`config.mk`:
```
export PLATFORM = sky130hd
export DESIGN_NAME = arbitro_mux2
export DESIGN_NICKNAME = d
export VERILOG_FILES = /design/src/rtl/arb_pkg.sv /design/src/rtl/mux2a1.sv /design/src/rtl/arbitro_mux2.sv
export SDC_FILE = /design/constraint.sdc
export NUM_CORES = 1
export LEC_CHECK = 0
export BUFFER_PORTS_ARGS = -buffer_cell sky130_fd_sc_hd__clkbuf_2
export CORE_ASPECT_RATIO = 1.25
export CORE_MARGIN = 2
export CORE_UTILIZATION = 40
export CTS_BUF_LIST = sky130_fd_sc_hd__clkbuf_8
export DETAILED_ROUTE_END_ITERATION = 8
export GPL_TIMING_DRIVEN = 0
export PLACE_DENSITY = 0.86
export SLEW_MARGIN = 5
export SYNTH_ARGS = -nofsm -noshare
export SYNTH_HDL_FRONTEND = slang
export SYNTH_HIERARCHICAL = 1
export SYNTH_SLANG_ARGS = --single-unit
```
`constraint.sdc`:
```
create_clock -name clk -period 2.65 [get_ports clk]
set_input_delay 0.265 -clock clk [delete_from_list [all_inputs] [get_ports clk]]
set_output_delay 0.265 -clock clk [all_outputs]
set_load 0.1 [all_outputs]
```
`src/rtl/arb_pkg.sv`:
```
// rtl/arb_pkg.sv - shared state encoding, last-owner constants and counter sizing for the arbiter
package arb_pkg;

    // Grant state; the encoding is one-hot-or-zero so gnt_a/gnt_b map straight onto it.
    typedef enum logic [1:0] {
        IDLE  = 2'b00,
        GNT_A = 2'b01,
        GNT_B = 2'b10
    } arb_state_t;

    // Value of the `last` register when A was the most recent owner.
    localparam logic ARB_LAST_A = 1'b1;
    localparam logic ARB_LAST_B = 1'b0;

    // Hold counter width: enough bits to count up to max_hold, never narrower than 1.
    function automatic int hold_width(input int max_hold);
        int w;
        w = $clog2(max_hold + 1);
        return (w < 1) ? 1 : w;
    endfunction

endpackage

```
`src/rtl/mux2a1.sv`:
```
// rtl/mux2a1.sv - two-input nbits-wide mux, sel=1 passes a, sel=0 passes b
module mux2a1 #(
    parameter int nbits = 32
) (
    input  logic [nbits-1:0] a,
    input  logic [nbits-1:0] b,
    input  logic             sel,
    output logic [nbits-1:0] salida
);

    // Pure combinational select; no extension or truncation of the data path.
    assign salida = sel ? a : b;

endmodule

```
`src/rtl/arbitro_mux2.sv`:
```
// rtl/arbitro_mux2.sv - round-robin two-requester arbiter with bounded hold driving a shared mux
module arbitro_mux2
    import arb_pkg::*;
#(
    parameter int nbits    = 32,
    parameter int MAX_HOLD = 8
) (
    input  logic             clk,
    input  logic             rst_n,
    input  logic             req_a,
    input  logic             req_b,
    input  logic [nbits-1:0] dato_a,
    input  logic [nbits-1:0] dato_b,
    output logic             gnt_a,
    output logic             gnt_b,
    output logic             sel,
    output logic [nbits-1:0] salida,
    output logic             valido
);

    localparam int              HOLD_W    = hold_width(MAX_HOLD);
    localparam logic [HOLD_W-1:0] HOLD_LAST = HOLD_W'(MAX_HOLD - 1);
    localparam logic [HOLD_W-1:0] HOLD_ONE  = HOLD_W'(1);

    arb_state_t        state;
    arb_state_t        state_nx;
    logic [HOLD_W-1:0] hold_cnt;
    logic [HOLD_W-1:0] hold_cnt_nx;
    logic              last_q;
    logic              last_nx;
    logic              sel_nx;
    logic              at_limit;

    assign at_limit = (hold_cnt == HOLD_LAST);

    // Next-state, hold counter and last-owner decisions from the current grant and requests.
    always_comb begin
        state_nx    = state;
        hold_cnt_nx = hold_cnt;
        last_nx     = last_q;
        sel_nx      = sel;

        case (state)
            IDLE: begin
                hold_cnt_nx = '0;
                // On a tie, the requester that did not own the resource last wins.
                if (req_a && (!req_b || (last_q == ARB_LAST_B))) begin
                    state_nx = GNT_A;
                end else if (req_b) begin
                    state_nx = GNT_B;
                end
            end

            GNT_A: begin
                if (!req_a) begin
                    // Hand straight over to B when it is waiting; no idle bubble.
                    state_nx = req_b ? GNT_B : IDLE;
                end else if (at_limit && req_b) begin
                    state_nx = GNT_B;
                end else begin
                    // Alone at the limit the tenure simply restarts.
                    hold_cnt_nx = at_limit ? '0 : hold_cnt + HOLD_ONE;
                end
            end

            GNT_B: begin
                if (!req_b) begin
                    state_nx = req_a ? GNT_A : IDLE;
                end else if (at_limit && req_a) begin
                    state_nx = GNT_A;
                end else begin
                    hold_cnt_nx = at_limit ? '0 : hold_cnt + HOLD_ONE;
                end
            end

            default: begin
                state_nx    = IDLE;
                hold_cnt_nx = '0;
            end
        endcase

        // Entering a grant (from IDLE or from the other owner) starts a fresh tenure.
        if ((state_nx != state) && (state_nx != IDLE)) begin
            hold_cnt_nx = '0;
            last_nx     = (state_nx == GNT_A) ? ARB_LAST_A : ARB_LAST_B;
        end

        // sel follows the owner and is frozen while idle so salida does not glitch.
        if (state_nx == GNT_A) begin
            sel_nx = 1'b1;
        end else if (state_nx == GNT_B) begin
            sel_nx = 1'b0;
        end
    end

    // State, counter, last owner and the registered grant/select outputs.
    always_ff @(posedge clk or negedge rst_n) begin
        if (!rst_n) begin
            state    <= IDLE;
            hold_cnt <= '0;
            last_q   <= ARB_LAST_B;
            gnt_a    <= 1'b0;
            gnt_b    <= 1'b0;
            sel      <= 1'b0;
        end else begin
            state    <= state_nx;
            hold_cnt <= hold_cnt_nx;
            last_q   <= last_nx;
            gnt_a    <= (state_nx == GNT_A);
            gnt_b    <= (state_nx == GNT_B);
            sel      <= sel_nx;
        end
    end

    assign valido = gnt_a | gnt_b;

    mux2a1 #(
        .nbits (nbits)
    ) u_mux (
        .a      (dato_a),
        .b      (dato_b),
        .sel    (sel),
        .salida (salida)
    );

endmodule

```
* Yosys cells after proc, flatten, opt, wreduce, memory -nomap -nowiden
Index checks and enable logic that the tools add are counted.
Word-level totals: memory bits (read-only) 0, register bits after elaboration 10, input port bits 68, memories 0, latch bits 0, output and inout bits 36, memory bits (writable) 0
Cells by class: equal/unequal tests 10, add/sub/neg operators 1, order comparisons 0, mux-type cells 20, multiply operators 0, div/mod/pow operators 0, bitwise operators 2, shifts and indexed selects 0, reductions and logical operators 10
Operator list (count):
- $mux 32 | 1
- $mux 4 | 6
- $mux 2 | 7
- $ne 3x3->1 const B | 4
- $pmux 4 s2 | 1
- $pmux 2 s3 | 1
- $add 4x1->4 const B | 1
- $eq 2x1->1 const B | 2
- $eq 2x2->1 const B | 2
- $eq 4x3->1 const B | 1
- $logic_and 1x1->1 | 4
- $mux 1 | 4
- $reduce_and 4->1 | 1
- $reduce_bool 2->1 | 2
- $logic_not 2->1 | 1
- $ne 2x2->1 | 1
- $logic_not 1->1 | 1
- $logic_or 1x1->1 | 1
- $not 1->1 | 1
- $or 1x1->1 | 1

* Longest topological paths before layout
Gate-level depths: netlist of run 1.
depth in word-level cells 9, depth in mapped cells 9

* By module
Netlist of run 1, hierarchy kept.
By module, submodules not included:
- arbitro_mux2 | cells an instance 69, area each 709.4 µm², instances 1, seq. area each 250.2 µm²
- mux2a1 | cells an instance 36, area each 544.3 µm², instances 1, seq. area each 0.0 µm²

* Worst setup path before layout of run 1
No wires, ideal clock.
kind register to register, from reg hold_cnt[0], to reg last_q, required time 2522 ps, path slack 565 ps, stages on the path, launching flop included 9, data arrival time 1957 ps, library setup time 128 ps, period minus slack after synthesis 2085 ps, buffers on the path 0, path through dfrtp_1 > ha_1 > nand4b_1 > nand4_1 > a41oi_4 > inv_1 > ha_1 > a21oi_2 > mux2_1
On the way: longest elaborated chain between the ends 7, elaborated cells between the ends (all ways) 13, those cells by class 3 x eq/ne; 6 x mux; 4 x reduce/logical
Ends and longest elaborated chain:
- start: declaration | RTL line arbitro_mux2.sv:27 | logic [HOLD_W-1:0] hold_cnt;
- start signal: assignment | RTL line arbitro_mux2.sv:107 | hold_cnt <= hold_cnt_nx;
- $eq 4x3->1 * | RTL line arbitro_mux2.sv:34 | assign at_limit = (hold_cnt == HOLD_LAST);
- $logic_and 1x1->1 (on tied branches) | RTL line arbitro_mux2.sv:69, arbitro_mux2.sv:58
- $mux 2 (on tied branches) | RTL line arbitro_mux2.sv:69, arbitro_mux2.sv:58
- $mux 2 (on tied branches) | RTL line arbitro_mux2.sv:67, arbitro_mux2.sv:55
- $pmux 2 s3 * | RTL line arbitro_mux2.sv:43 | case (state)
- via state_nx[0] | RTL line arbitro_mux2.sv:26 | arb_state_t state_nx;
- $eq 2x1->1 (tied with other cells) | RTL line arbitro_mux2.sv:85 | last_nx = (state_nx == GNT_A) ? ARB_LAST_A : ARB_LAST_B;
- $mux 1 / $logic_and 1x1->1 (equally long branches) | RTL line arbitro_mux2.sv:85, arbitro_mux2.sv:83
- end signal: assignment | RTL line arbitro_mux2.sv:108 | last_q <= last_nx;
- end: declaration | RTL line arbitro_mux2.sv:29 | logic last_q;
The timed path passes the listed nets; every way through them passes the cells marked *. A chain may end at the register's enable or synchronous reset.

* Worst setup path after layout of run 1
Ends and elaborated chain as after synthesis.

==> flow_summary.yaml, run 1 <==
power_and_ir_drop:
  p_leak_nw: 1.03
  powerDensity_nw_per_um2: 1410
  ir_drop_v: 0.00109
die:
  pin_count: 104
  rows: 22
  die-area_sq_um: 3600
  core_sq_um: 2970
  die_height_um: 66.6
  start_util: 0.422
  die_w_um: 54.1
global_route:
  grt-ovfl-total: 0
  grtUsageTotal: 0.186
  grt_pass1_vias: 1202
  antenna_found_initial: 0
  grt_max_degree: 11
  grt_first_pass_wirelength_um: 5000
synth:
  synthArstFlopShare: 1.00
  synth_warnings: 6
  synth_edf_count: 0
  synth_top_area_frac: 0.359
  synthesis.nets: 181
  yosysSeqAreaShare: 0.200
  yosysTopAreaCell: "mux2_4"
  synth-main-ff-cell: "dfrtp_1"
  synth_most_common_cell: "mux2_4"
  synth_cell_types: 32
  syn_avg_cell_area_sq_um: 11.9
  yosys-top-cells-area: "mux2_4 (36%), dfrtp_1 (20%), ha_1 (8.0%)"
  ys_ff_latch: 10
  synth.cell_area_sq_um: 1250
  synthTopCellsByCount: "mux2_4 (30), dfrtp_1 (10), ha_1 (8), nand2_1 (8), inv_1 (7)"
  syn_inst: 105
worst_setup_path:
  worst_ep_arrival_time_ps: 2450
  ff2ff_path_depth: 8
  crit_fanout: 5
  end_kind: "register"
  worstSetupPathType: "register to register"
  cp-start-kind: "register"
  cp.required_ps: 2760
timing:
  fin_tns_setup_ps: 0
  clock_skew_ps: 1.52
  worst_pin_slew_ps: 557
  fin_ws_ps: 312
  finalSetupViolations: 0
  slew_headroom: 0.630
  finalCritPeriodShare: 0.882
  maxSlewViolCount: 0
  holdWs_ps: 430
  rsz0062_at_grt: "no"
  finalCriticalPeriod_ps: 2340
  hold_viol_final: 0
  fmax_mhz: 428
placement:
  io_buffers: 102
  hpwl_um: 2960
  gp_congestion: 0.763
  numPlacedInstances: 243
  dpl_worst_slack_ps: 320
drt:
  wl_per_cell_um: 13.7
  routed_wirelength_um: 3370
  via_per_inst: 5.07
  dr.pass1.iters: 4
  drt_iter0_drc: 21
  drtAntennaViolNets: 0
  post-route-drc-count: 0
  num_vias: 1253
finish:
  final_layout_size_suffix_gt1_frac: 0.720
  fin_util: 0.626
  fin_nets: 289
  fillers: 258
  multiInputGateArea_sq_um: 895
  area_growth_pct: 48.4
  seq_area_sq_um: 250
  num_antenna_cells: 0
  stdcell_count: 247
clock_tree:
  htreeDepth: 1
  post_cts_buffers: 0
  clock_sinks: 10
  cts_made_buffers: 3
  postCtsResizedCells: 0
  cts_tree: "built"
  clock-root-buffer: "clkbuf_8"
  clk_latency_ps: 230
  clk_pin_slew_ps: 50
  cts_max_path_buffers: 2
run_status:
  status: "completed"
hold_path:
  min_path_type: "input port to asynchronous set/reset pin"
run:
  maxCapViolations: 0
cell usage in the layout, fill, tap and decap left out, drive strengths merged, types with 2 or more instances in the layout:
cell type	instances
buf	5
dfrtp	10
a21oi	4
nand4b	2
xnor2	2
clkbuf	105
ha	8
nand3	3
nand2	8
inv	7
o21ai	4
mux2	35
nor2	2
o211ai	2
o31ai	2
power breakdown:
group | total [W] | internal, W | switching (W)
Combinational | 0.00221 | 0.000637 | 0.00157
Clock | 0.000155 | 0.0000992 | 0.0000558
Sequential | 0.000259 | 0.000207 | 0.0000514
Total | 0.00262 | 0.000944 | 0.00168
state kept, by name (all words and copies together), names as in the netlist:
register  cells
last_q        1
gnt_b         1
gnt_a         1
hold_cnt      4
sel           1
state         2
cell families after synthesis:
family                   after synthesis  share of synthesized area
AO/OA/AOI/OAI                         16                      0.116
XOR/XNOR                               2                     0.0140
adder cells (fa/ha/maj)                8                     0.0798
buffers and inverters                 12                     0.0868
flip-flops                            10                      0.200
multiplexers                          35                      0.404
AND/OR/NAND/NOR                       22                     0.0998
critical path, cell delays in order (launching register included):
cell and delay [ps]:
dfrtp_1 400, ha_1 260, nand4b_1 160, nand4_1 190
a41oi_4 310, inv_1 100, ha_1 220, a21oi_2 220
mux2_1 350
worst paths after layout:
path | startpoint | to | slack, ps
max | hold_cnt[0] | last_q | 310
min | rst_n | hold_cnt[1] | 430
max reg2reg | hold_cnt[0] | last_q | 310
min reg2reg | last_q | last_q | 500
max in group asynchronous | rst_n | gnt_b | 2010
min in group clk | req_a | state[0] | 490
metal layers:
layer | part of all wire | vias up | routed length [um] | track usage
li1 | - | 594 | - | -
met1 | 0.34 | 592 | 1130 | 0.181
met2 | 0.57 | 58 | 1930 | 0.386
met3 | 0.078 | 9 | 263 | 0.0202
met4 | 0.016 | 0 | 53 | 0.0500
met5 | 0 | - | 0 | 0
layout make-up:
| cell class | count | area share |
|---|---|---|
| Tap cell | 36 | 0.0242 |
| Sequential cell | 10 | 0.134 |
| Clock buffer | 3 | 0.0222 |
| Buffer | 5 | 0.0444 |
| Timing Repair Buffer | 103 | 0.280 |
| Inverter | 7 | 0.0141 |
| Multi-Input combinational cell | 83 | 0.481 |
timing repair:
action | 4_1_cts | 5_1_grt
setup endpoints to repair | 0 | 0
endpoints found under the hold margin | 10 | 0
hold buffers | 1 | 0
metrics by stage:
stage / total power, W / instance area [sq um]
floorplan: 0.00219 / 1250
global placement: 0.00243 / 1810
CTS: 0.00263 / 1860
finish: 0.00262 / 1860
detailed placement: 0.00246 / 1810
global route: 0.00274 / 1860
Power figures use the tool's default switching activity.
==> run 2, diff against run 1 <==
--- a/config.mk
+++ b/config.mk
@@ -5,6 +5,7 @@
 export SDC_FILE = /design/constraint.sdc
 export NUM_CORES = 1
 export LEC_CHECK = 0
+export ABC_CLOCK_PERIOD_IN_PS = 2650
 export BUFFER_PORTS_ARGS = -buffer_cell sky130_fd_sc_hd__clkbuf_2
 export CORE_ASPECT_RATIO = 1.25
 export CORE_MARGIN = 2
@@ -13,6 +14,7 @@
 export DETAILED_ROUTE_END_ITERATION = 8
 export GPL_TIMING_DRIVEN = 0
 export PLACE_DENSITY = 0.86
+export RECOVER_POWER = 25
 export SLEW_MARGIN = 5
 export SYNTH_ARGS = -nofsm -noshare
 export SYNTH_HDL_FRONTEND = slang
==> run 2 against run 1 <==
Final cell count unchanged. First-iteration DRC count stayed put. Flip-flop and latch count is the same. Critical path depth stayed put. Global-route usage stayed put. Count of clock-buffer cells in the layout unchanged. Design area shrank 0.34%.
==> flow_summary.yaml, run 2 (synthesis results as in run 1) <==
clock_tree:
  clock-root-buffer: "clkbuf_8"
  postCtsResizedCells: 0
  postCtsHoldBufs: 1
  cts_max_path_buffers: 2
  clock_sinks: 10
  htreeDepth: 1
  clk_latency_ps: 230
  clk_pin_slew_ps: 50
  cts_tree: "built"
  cts_made_buffers: 3
  post_cts_buffers: 0
timing:
  finalCriticalPeriod_ps: 2340
  clock_skew_ps: 1.42
  finalCritPeriodShare: 0.882
  worst_pin_slew_ps: 1180
  finalSetupViolations: 0
  fmax_mhz: 428
  rsz0062_at_grt: "no"
  holdWs_ps: 488
  slew_headroom: 0.219
  fin_tns_setup_ps: 0
  maxSlewViolCount: 0
  hold_viol_final: 0
  fin_ws_ps: 312
worst_setup_path:
  reg2reg_from: "hold_cnt[0]"
  crit_top_cell: "ha_1"
  cpPeakStageDelay_ps: 400
  cp_cell_sequence: "ha_1, nand4b_1, nand4_1, a41oi_4, inv_1, ha_1, a21oi_2, mux2_1"
  worst_ep_arrival_time_ps: 2450
  ff2ff_setup_slack_ps: 310
  cp-start-kind: "register"
  crit_family: "compound AO/OA/AOI/OAI gates"
  crit_buf_inv: 1
  worstSetupPathType: "register to register"
  cp.required_ps: 2760
  ff2ff_path_depth: 8
  r2r-end: "last_q"
  crit_slowest_cell: "dfrtp_1"
  end_kind: "register"
  crit_fanout: 5
placement:
  hpwl_um: 2960
  dpl_worst_slack_ps: 320
  placed_cell_area_sq_um: 1810
  io_buffers: 102
  gp_congestion: 0.763
drt:
  via_per_inst: 5.07
  wl_per_cell_um: 13.6
  post-route-drc-count: 0
  drt_iter0_drc: 21
  drtAntennaViolNets: 0
  num_vias: 1252
  routed_wirelength_um: 3370
  dr.pass1.iters: 4
finish:
  seq_area_sq_um: 250
  top_regs: "hold_cnt x4, state x2"
  area_growth_pct: 47.9
  final_layout_size_suffix_gt1_frac: 0.697
  top_register: "hold_cnt"
  multiInputGateArea_sq_um: 895
  fillers: 261
  fin_nets: 289
  largest_reg_flops: 4
  num_antenna_cells: 0
  layout_common_cells: "clkbuf_2 (97), mux2_4 (30), dfrtp_1 (10), nand2_1 (8), ha_1 (8)"
  final_cell_area_sq_um: 1850
  layout_commonest_cell: "clkbuf_2"
global_route:
  grt-ovfl-total: 0
  grt_pass1_vias: 1202
  grt_max_degree: 11
  grt_first_pass_wirelength_um: 5000
  antenna_found_initial: 0
  grtUsageTotal: 0.186
run_status:
  status: "completed"
power_and_ir_drop:
  ir_drop_v: 0.00107
  p_leak_nw: 1.02
  powerDensity_nw_per_um2: 1410
die:
  die-area_sq_um: 3600
  start_util: 0.422
  core_sq_um: 2970
  rows: 22
  pin_count: 104
  die_w_um: 54.1
  die_height_um: 66.6
hold_path:
  hp-start: "req_a"
  whs_path_depth: 3
  min_path_type: "input port to register"
  holdPathEnd: "state[0]"
run:
  maxCapViolations: 0
[run 2: cell types whose count changed in the layout (fill, tap and decap cells not counted)]
| cell | previous run | this run |
|---|---|---|
| clkbuf_2 | 102 | 97 |
| clkbuf_1 | 0 | 5 |
[run 2: how the worst max path moves through the flow]
stage,end,slack (ps),start,cells past startpoint
6_report,last_q,310,hold_cnt[0],8
2_1_floorplan,last_q,570,hold_cnt[0],8
3_5_place_dp,last_q,320,hold_cnt[0],8
4_1_cts,last_q,290,hold_cnt[0],8
3_3_place_gp,last_q,390,hold_cnt[0],8
5_1_grt,last_q,180,hold_cnt[0],8
[run 2: final cells by class]
| class | instances | share of cell area |
|---|---|---|
| Buffer | 5 | 0.0445 |
| Inverter | 7 | 0.0142 |
| Timing Repair Buffer | 103 | 0.277 |
| Tap cell | 36 | 0.0243 |
| Sequential cell | 10 | 0.135 |
| Multi-Input combinational cell | 83 | 0.482 |
| Clock buffer | 3 | 0.0223 |
[run 2: through the flow]
stage           util  std cells  power [W]
2_1_floorplan      -        105    0.00219
3_3_place_gp   0.609        243    0.00243
3_5_place_dp   0.609        243    0.00246
4_1_cts        0.626        247    0.00263
5_1_grt        0.624        247    0.00273
6_report       0.624        247    0.00261
[run 2: worst min-delay path, delay by kind of cell]
| kind | cells | cell delay [ps] |
|---|---|---|
| buf+inv | 1 | 110 |
| simple gates | 1 | 130 |
| compound gates | 1 | 160 |
[run 2: power breakdown]
group | internal [W] | total (W) | switching (W)
combinational | 0.000631 | 0.00220 | 0.00157
sequential | 0.000207 | 0.000259 | 0.0000515
clock | 0.0000992 | 0.000155 | 0.0000558
[run 2: metal layers]
layer	track usage	wire length, um	vias up	share of wire
met3	0.0202	264	9	0.078
met2	0.386	1920	58	0.57
met4	0.0500	53	0	0.016
met1	0.181	1130	591	0.33
met5	0	0	-	0
li1	-	-	594	-
==> run 3, diff against run 2 <==
--- a/config.mk
+++ b/config.mk
@@ -8,12 +8,12 @@
 export ABC_CLOCK_PERIOD_IN_PS = 2650
 export BUFFER_PORTS_ARGS = -buffer_cell sky130_fd_sc_hd__clkbuf_2
 export CORE_ASPECT_RATIO = 1.25
-export CORE_MARGIN = 2
+export CORE_MARGIN = 8
 export CORE_UTILIZATION = 40
 export CTS_BUF_LIST = sky130_fd_sc_hd__clkbuf_8
 export DETAILED_ROUTE_END_ITERATION = 8
 export GPL_TIMING_DRIVEN = 0
-export PLACE_DENSITY = 0.86
+export PLACE_DENSITY = 0.82
 export RECOVER_POWER = 25
 export SLEW_MARGIN = 5
 export SYNTH_ARGS = -nofsm -noshare
==> run 3 against run 2 <==
Routed wire length grew 27%. Die area grew 44%. First-iteration DRC count grew 38%. Largest cell class unchanged. Final cell count grew 0.40%. Critical path type unchanged. Largest power group unchanged.
==> flow_summary.yaml, run 3 (synthesis results as in run 1) <==
hold_path:
  min_path_type: "input port to register"
timing:
  holdWs_ps: 452
  maxSlewViolCount: 0
  fin_tns_setup_ps: 0
  hold_viol_final: 0
  fmax_mhz: 433
  clock_skew_ps: 5.37
  finalCriticalPeriod_ps: 2310
  rsz0062_at_grt: "no"
  slew_headroom: 0.225
  finalCritPeriodShare: 0.871
  finalSetupViolations: 0
  worst_pin_slew_ps: 1170
finish:
  layout_commonest_cell: "clkbuf_2"
  num_antenna_cells: 0
  fin_util: 0.627
  area_growth_pct: 48.7
  final_layout_size_suffix_gt1_frac: 0.698
  largest_reg_flops: 4
  fin_nets: 289
  top_register: "hold_cnt"
  layout_common_cells: "clkbuf_2 (98), mux2_4 (30), dfrtp_1 (10), nand2_1 (8), ha_1 (8)"
  top_regs: "hold_cnt x4, state x2"
  final_cell_area_sq_um: 1860
  fillers: 270
worst_setup_path:
  crit_fanout: 5
  cp-start-kind: "register"
  cp_cell_sequence: "ha_1, and4b_4, o31ai_1, a41oi_4, xnor2_1, a21oi_2, mux2_1"
  crit_slowest_cell: "dfrtp_1"
  cpPeakStageDelay_ps: 400
  cp.required_ps: 2770
  worst_ep_arrival_time_ps: 2430
  end_kind: "register"
  worstSetupPathType: "register to register"
die:
  pin_count: 104
  die_w_um: 66.1
  rows: 22
  start_util: 0.422
  die_height_um: 78.6
  die-area_sq_um: 5190
  core_sq_um: 2970
drt:
  drt_iter0_drc: 29
  via_per_inst: 4.88
  drtAntennaViolNets: 0
  routed_wirelength_um: 4280
  wl_per_cell_um: 17.3
  dr.pass1.iters: 4
  post-route-drc-count: 0
  num_vias: 1209
global_route:
  antenna_found_initial: 0
  grtUsageTotal: 0.165
  grt_max_degree: 11
  grt-ovfl-total: 0
  grt_pass1_vias: 1336
  grt_first_pass_wirelength_um: 6710
clock_tree:
  cts_made_buffers: 3
  clk_pin_slew_ps: 50
  cts_max_path_buffers: 2
  clk_latency_ps: 240
  htreeDepth: 1
  clock_sinks: 10
  clock-root-buffer: "clkbuf_8"
  post_cts_buffers: 0
  cts_tree: "built"
power_and_ir_drop:
  combPwrFrac: 0.832
  seqPwrFrac: 0.096
  p_leak_nw: 1.03
  p_int_w: 0.000971
  swShare: 0.636
  powerDensity_nw_per_um2: 1430
  clkPwrFrac: 0.072
  ir_drop_v: 0.00105
  switchingPower_w: 0.00170
placement:
  hpwl_um: 3810
  placed_cell_area_sq_um: 1810
  gp_congestion: 0.870
  io_buffers: 102
run_status:
  status: "completed"
run:
  maxCapViolations: 0
## run 3: worst max-delay path, delay by kind of cell, from the launching register on
kind	cells	cell delay, ps
fa+ha+maj	1	260
xor+xnor	1	180
compound gates	3	780
flops	1	400
mux	1	340
simple gates	1	230
## run 3: power by group through the flow
stage	sequential (W)	clock [W]	combinational (W)
final	0.000257	0.000192	0.00222
after CTS	0.000258	0.000197	0.00224
after global placement	0.000257	0	0.00221
after floorplan	0.000370	0	0.00182
after detailed placement	0.000259	0	0.00223
after global routing	0.000263	0.000206	0.00231
## run 3: layer usage
metal,vias to the layer above,wire (um),track usage
li1,591,-,-
met1,566,1320,0.143
met2,45,2580,0.346
met3,7,313,0.0298
met4,0,68,0.0642
met5,-,0,0
## run 3: layout make-up
cell class / instances / area [sq um] / share of cell area
Timing Repair Buffer: 103 / 515 / 0.277
Clock buffer: 4 / 55.1 / 0.0295
Multi-Input combinational cell: 83 / 890 / 0.477
Sequential cell: 10 / 250 / 0.134
Inverter: 7 / 26.3 / 0.0141
Buffer: 5 / 82.6 / 0.0443
Tap cell: 36 / 45.0 / 0.0242
## run 3: worst paths after layout
check,startpoint,end,slack (ps),cells past startpoint
max in group asynchronous,rst_n,gnt_b,1790,2
min in group asynchronous,rst_n,hold_cnt[2],530,2
worst max-delay path,hold_cnt[0],last_q,340,7
worst min register to register,last_q,last_q,480,1
worst min-delay path,req_a,state[0],450,3
worst max register to register,hold_cnt[0],last_q,340,7
## run 3: metrics by stage
stage               instances  total power (W)  worst slack [ps]
floorplan                 105          0.00219               565
global placement          243          0.00246               384
detailed placement        243          0.00249               359
CTS                       248          0.00270               342
global route              248          0.00278               223
finish                    248          0.00267               342
## run 3: repair_timing
action / 4_1_cts / 5_1_grt
endpoints found under the setup margin: 0 / 0
resized for setup: 0 / 0
endpoints found under the hold margin: 10 / 0
hold buffers: 1 / 0
